$ cat config.mk
export PLATFORM = sky130hd
export DESIGN_NAME = apb4_splitter_wdt
export DESIGN_NICKNAME = d
export VERILOG_FILES = /design/src/rtl/apb4_splitter_wdt.sv
export SDC_FILE = /design/constraint.sdc
export NUM_CORES = 1
export LEC_CHECK = 0
export ABC_AREA = 1
export BUFFER_PORTS_ARGS = -buffer_cell sky130_fd_sc_hd__buf_2
export CORE_AREA = 10 10 130 132
export CTS_CLUSTER_DIAMETER = 200
export CTS_CLUSTER_SIZE = 24
export DETAILED_ROUTE_END_ITERATION = 6
export DIE_AREA = 0 0 140 142
export GPL_TIMING_DRIVEN = 0
export REMOVE_ABC_BUFFERS = 1
export SLEW_MARGIN = 20
export SYNTH_ARGS = -nofsm -noshare
export SYNTH_HDL_FRONTEND = slang
export SYNTH_SLANG_ARGS = --single-unit
$ cat constraint.sdc
create_clock -name pclk -period 3.55 [get_ports pclk]
set_input_delay 0.355 -clock pclk [delete_from_list [all_inputs] [get_ports pclk]]
set_output_delay 0.355 -clock pclk [all_outputs]
set_load 0.02 [all_outputs]
$ cat src/rtl/apb4_splitter_wdt.sv
// APB4 1-to-NUM_SLV splitter with base/mask address decode and a per-transfer
// watchdog. Decode misses and stalled completers are terminated locally with
// PSLVERR, and a one-cycle error report (pulse, code, address) is raised.
module apb4_splitter_wdt #(
   parameter int unsigned APB_ADDR_WIDTH = 32,
   parameter int unsigned APB_DATA_WIDTH = 32,
   parameter int unsigned NUM_SLV        = 4,
   parameter logic [NUM_SLV*APB_ADDR_WIDTH-1:0] SLV_BASE = '0,
   parameter logic [NUM_SLV*APB_ADDR_WIDTH-1:0] SLV_MASK = '0,
   parameter int unsigned TIMEOUT_CYC    = 256
) (
   input  logic                              pclk,
   input  logic                              preset,
   input  logic [APB_ADDR_WIDTH-1:0]         m_paddr,
   input  logic [2:0]                        m_pprot,
   input  logic                              m_psel,
   input  logic                              m_penable,
   input  logic                              m_pwrite,
   input  logic [APB_DATA_WIDTH-1:0]         m_pwdata,
   input  logic [APB_DATA_WIDTH/8-1:0]       m_pstrb,
   output logic                              m_pready,
   output logic [APB_DATA_WIDTH-1:0]         m_prdata,
   output logic                              m_pslverr,
   output logic [APB_ADDR_WIDTH-1:0]         s_paddr,
   output logic [2:0]                        s_pprot,
   output logic                              s_pwrite,
   output logic [APB_DATA_WIDTH-1:0]         s_pwdata,
   output logic [APB_DATA_WIDTH/8-1:0]       s_pstrb,
   output logic [NUM_SLV-1:0]                s_psel,
   output logic                              s_penable,
   input  logic [NUM_SLV-1:0]                s_pready,
   input  logic [NUM_SLV*APB_DATA_WIDTH-1:0] s_prdata,
   input  logic [NUM_SLV-1:0]                s_pslverr,
   output logic                              err_pulse,
   output logic [1:0]                        err_code,
   output logic [APB_ADDR_WIDTH-1:0]         err_addr
);

   localparam int unsigned IDXW = (NUM_SLV > 1) ? $clog2(NUM_SLV) : 1;
   localparam int unsigned WCW  = (TIMEOUT_CYC > 0) ? $clog2(TIMEOUT_CYC + 1) : 1;
   localparam logic [WCW-1:0] WC_LAST = (TIMEOUT_CYC > 0) ? WCW'(TIMEOUT_CYC - 1) : '0;

   localparam logic [1:0] CODE_MISS    = 2'b01;
   localparam logic [1:0] CODE_TIMEOUT = 2'b10;

   typedef enum logic {IDLE, ACCESS} state_t;

   state_t                    state_q, state_d;
   logic [IDXW-1:0]           sel_idx_q, sel_idx_d;
   logic                      hit_q, hit_d;
   logic [WCW-1:0]            wait_cnt_q, wait_cnt_d;
   logic                      err_pulse_q, err_pulse_d;
   logic [1:0]                err_code_q, err_code_d;
   logic [APB_ADDR_WIDTH-1:0] err_addr_q, err_addr_d;

   logic                      dec_hit;
   logic [IDXW-1:0]           dec_idx;
   logic                      wdt_expire;

   // Shared completer bus is a straight copy of the requester request lines
   assign s_paddr  = m_paddr;
   assign s_pprot  = m_pprot;
   assign s_pwrite = m_pwrite;
   assign s_pwdata = m_pwdata;
   assign s_pstrb  = m_pstrb;

   assign err_pulse = err_pulse_q;
   assign err_code  = err_code_q;
   assign err_addr  = err_addr_q;

   // Window decode; scanning high to low lets the lowest matching index win
   always_comb begin
      dec_hit = 1'b0;
      dec_idx = '0;
      for (int unsigned i = NUM_SLV; i > 0; i--) begin
         if ((m_paddr & SLV_MASK[(i-1)*APB_ADDR_WIDTH +: APB_ADDR_WIDTH]) ==
             (SLV_BASE[(i-1)*APB_ADDR_WIDTH +: APB_ADDR_WIDTH] &
              SLV_MASK[(i-1)*APB_ADDR_WIDTH +: APB_ADDR_WIDTH])) begin
            dec_hit = 1'b1;
            dec_idx = IDXW'(i - 1);
         end
      end
   end

   assign wdt_expire = (TIMEOUT_CYC != 0) && (wait_cnt_q == WC_LAST);

   // Next-state and output logic for the transfer FSM
   always_comb begin
      state_d     = state_q;
      sel_idx_d   = sel_idx_q;
      hit_d       = hit_q;
      wait_cnt_d  = wait_cnt_q;
      err_pulse_d = 1'b0;
      err_code_d  = err_code_q;
      err_addr_d  = err_addr_q;
      s_psel      = '0;
      s_penable   = 1'b0;
      m_pready    = 1'b0;
      m_pslverr   = 1'b0;
      m_prdata    = '0;

      unique case (state_q)
         IDLE: begin
            if (m_psel && !m_penable) begin
               if (dec_hit) s_psel[dec_idx] = 1'b1;
               sel_idx_d  = dec_idx;
               hit_d      = dec_hit;
               wait_cnt_d = '0;
               state_d    = ACCESS;
            end
         end
         ACCESS: begin
            if (!m_psel) begin
               // Requester abandoned the transfer: drop quietly
               state_d = IDLE;
            end else if (!hit_q) begin
               m_pready    = 1'b1;
               m_pslverr   = 1'b1;
               err_pulse_d = 1'b1;
               err_code_d  = CODE_MISS;
               err_addr_d  = m_paddr;
               state_d     = IDLE;
            end else begin
               s_psel[sel_idx_q] = 1'b1;
               s_penable         = m_penable;
               if (s_pready[sel_idx_q]) begin
                  // Ready takes priority over a watchdog expiring this cycle
                  m_pready  = 1'b1;
                  m_prdata  = s_prdata[sel_idx_q*APB_DATA_WIDTH +: APB_DATA_WIDTH];
                  m_pslverr = s_pslverr[sel_idx_q];
                  state_d   = IDLE;
               end else if (wdt_expire) begin
                  m_pready    = 1'b1;
                  m_pslverr   = 1'b1;
                  err_pulse_d = 1'b1;
                  err_code_d  = CODE_TIMEOUT;
                  err_addr_d  = m_paddr;
                  state_d     = IDLE;
               end else begin
                  wait_cnt_d = wait_cnt_q + WCW'(1);
               end
            end
         end
         default: state_d = IDLE;
      endcase
   end

   // State and error-report registers
   always_ff @(posedge pclk or posedge preset) begin
      if (preset) begin
         state_q     <= IDLE;
         sel_idx_q   <= '0;
         hit_q       <= 1'b0;
         wait_cnt_q  <= '0;
         err_pulse_q <= 1'b0;
         err_code_q  <= '0;
         err_addr_q  <= '0;
      end else begin
         state_q     <= state_d;
         sel_idx_q   <= sel_idx_d;
         hit_q       <= hit_d;
         wait_cnt_q  <= wait_cnt_d;
         err_pulse_q <= err_pulse_d;
         err_code_q  <= err_code_d;
         err_addr_q  <= err_addr_d;
      end
   end

endmodule

==> flow_metrics.py <==
metrics = {
    "setup_path": {
        "crit_path_end_kind": "output pin",
        "start_kind": "flip-flop",
        "cp-startpoint": "wait_cnt_q[0]",
        "arrival_ns": 2.78,
        "crit_type": "reg -> out",
        "timing.rr.start": "wait_cnt_q[0]",
        "crit_end": "m_pslverr",
        "crit_required_ns": 3.19,
        "worstReg2RegEnd": "err_addr[0]",
        "rrSetupSlack_ns": 0.86,
        "worstPathMaxFanout": 34,
        "reg2regPathDepth": 10,
    },
    "pwr": {
        "pwr_density_cell_nw_per_um2": 332.0,
        "p_clk_frac": 0.405,
        "seqPwrFrac": 0.458,
        "vdd_drop_max_mv": 0.1348,
        "share_comb_of_total_power": 0.137,
        "p_leak_nw": 2.253,
        "p_int_uw": 845.0,
        "p_total_mw": 1.162,
        "swShare": 0.2731,
        "switchingPower_uw": 317.4,
    },
    "global_routing": {
        "track_usage": 0.1512,
        "grt_overflow": 0,
        "grt_pass1_vias": 2826,
        "antenna_found_initial": 0,
        "grt_max_degree": 35,
        "grt_pass1_wl_um": 20980,
    },
    "placement": {
        "io_buffers": 172,
        "gp_congestion": 0.7859,
        "place_worst_setup_slack_ns": -0.1304,
        "dp_hpwl_um": 13430,
        "post_dp_cell_area_um2": 3341,
        "place_inst": 663,
    },
    "route": {
        "post-route-drc-count": 0,
        "drt_wl_total_um": 15620,
        "dr.pass1.iters": 4,
        "drtIter0Drc": 92,
        "vias": 2663,
        "viasPerCell": 3.957,
        "ant_nets": 0,
        "wire_per_inst_um": 23.21,
    },
    "yosys": {
        "ys_types": 22,
        "synth_fa_ha_area_frac": 0.01309,
        "netlist_area_um2": 2868,
        "synth-edff-count": 0,
        "ys_async_sr_fraction": 1.000,
        "synth_warnings": 0,
        "synth_top_family_by_area": "buffers and inverters",
        "synth_compound_area_frac": 0.02487,
        "yosys.area_share.xor_xnor": 0.003054,
        "synthCells": 390,
        "yosys.area_share.simple": 0.2657,
        "ys_ff_latch": 46,
        "synth.area.mux_share": 0,
        "syn_avg_cell_area_um2": 7.353,
        "ys_seq_area_frac": 0.4014,
        "synth_top_flop_cell": "dfrtp_1",
    },
    "cts": {
        "cts_buffers": 5,
        "cts_sinks": 46,
        "clk_path_buf_depth": 2,
        "cts_tree": "done",
        "clock_latency_ns": 0.29,
        "clk_transition_reported_paths_ns": 0.07,
        "h-tree-depth": 2,
        "cts_resized": 0,
        "cts-root-buf": "clkbuf_16",
    },
    "timing": {
        "fin_tns_setup_ns": 0,
        "worstMarginPinSlew_ns": 0.9655,
        "fmax_ghz": 0.3186,
        "slew_headroom": 0.3563,
        "fin_crit_sh": 0.8841,
        "slew_viol_final": 0,
        "hold_violations": 0,
        "layout_setup_ws_ns": 0.4116,
        "hold_ws_ns": 0.09222,
        "fin_crit_ns": 3.138,
        "rsz0062_at_grt": "false",
        "finalSetupViolations": 0,
        "finClkSkew_ns": 0.01021,
    },
    "layout": {
        "diodes": 0,
        "fin_cells": 673,
        "area_delta_synth_final_pct": 22.08,
        "layout-drive-gt1-share": 0.3967,
        "design_area_um2": 3501,
        "nFillCells": 1634,
        "final_util": 0.2446,
        "nets": 703,
    },
    "floorplanning": {
        "die_h_um": 142,
        "die_w_um": 140,
        "start_util": 0.2003,
        "die-area_um2": 19880,
        "row_count": 44,
        "core_area_um2": 14310,
        "io_pins": 358,
    },
    "hold_path": {
        "hold_class": "in -> async",
    },
    "outcome": {
        "status": "finished clean",
    },
    "job": {
        "max_cap_viol_count": 0,
    },
}
cells in the mapped netlist, types with 2 or more instances:
cell type | number | share of area
buf_2 | 6 | 0.010
nor3_1 | 2 | 0.0035
inv_2 | 3 | 0.0039
dfrtp_1 | 46 | 0.40
nor2_1 | 45 | 0.059
nand2_2 | 2 | 0.0044
nand2_1 | 130 | 0.17
o21ai_2 | 2 | 0.0061
o21ai_1 | 5 | 0.0087
inv_1 | 47 | 0.062
ha_1 | 3 | 0.013
buf_4 | 76 | 0.20
nand3_1 | 11 | 0.019
buf_6 | 4 | 0.016
worst max-delay path, cell delays in order, from the launching register on:
cell and delay (ns):
dfrtp_1 0.42, ha_1 0.19, nand2_1 0.05, inv_1 0.14, nand2_1 0.10, nor3_1 0.28, ha_1 0.24, nand2_1 0.20
a21oi_4 0.27, inv_2 0.28, nand2_1 0.13, buf_2 0.17
per-layer routing:
layer,wire [um],vias to the layer above,GRT usage
li1,-,1269,-
met1,4431,1151,0.1199
met2,7247,217,0.2507
met3,2795,22,0.1168
met4,1060,4,0.1000
met5,82,-,0.03242
sequential cells by signal (all words and copies together) (netlist names):
signal      count
err_addr       32
wait_cnt_q      9
err_code        2
err_pulse       1
hit_q           1
state_q         1
cell usage in the layout (no fill, tap or decap), types with 2 or more instances in the layout:
cell / count
buf_2: 172
clkbuf_16: 5
clkinv_2: 2
conb_1: 3
dfrtp_1: 46
ha_1: 3
inv_1: 46
inv_2: 4
nand2_1: 130
nand2_2: 2
nand3_1: 11
nor2_1: 45
nor3_1: 2
o21ai_1: 5
o21ai_2: 2
kinds of logic (layout without fill, tap and decap cells):
| group | count (synthesis) | in the layout |
|---|---|---|
| adders and majority gates | 3 | 3 |
| buffers and inverters | 136 | 232 |
| xor gates and xnor gates | 1 | 1 |
| other | 1 | 3 |
| AOI/OAI and AO/OA | 10 | 11 |
| and+or+nand+nor | 193 | 193 |
| DFF | 46 | 46 |
power by group through the flow:
stage	Sequential, mW	Clock, mW	Combinational, mW
global placement	0.542	0	0.159
detailed placement	0.542	0	0.162
CTS	0.532	0.500	0.164
finish	0.532	0.471	0.160
floorplan	0.541	0	0.0512
global route	0.532	0.515	0.178
timing repair:
item,in CTS,in global routing
setup buffers,1,0
hold buffers,0,0
setup endpoints to repair,1,0
area by class of cell:
type	count	area [um^2]	share of cell area
clock inverters	3	18.77	0.005361
flip-flops and latches	46	1151	0.3288
repair buffers	174	888.4	0.2538
inverters	50	187.7	0.05361
well taps	184	230.2	0.06576
multi-input cells	211	899.6	0.2570
clock buffers	5	125.1	0.03574
worst min-delay path by stage:
stage	depth (start not counted)	to	slack (ns)	start
floorplan	1	err_pulse	0.45	s_pready[0]
global placement	2	err_addr[11]	0.45	err_addr[11]
detailed placement	2	err_addr[30]	0.43	preset
CTS	2	err_addr[30]	0.11	preset
global route	2	err_addr[30]	0.13	preset
finish	2	err_addr[30]	0.09	preset
(Power assumes the default switching activity.)
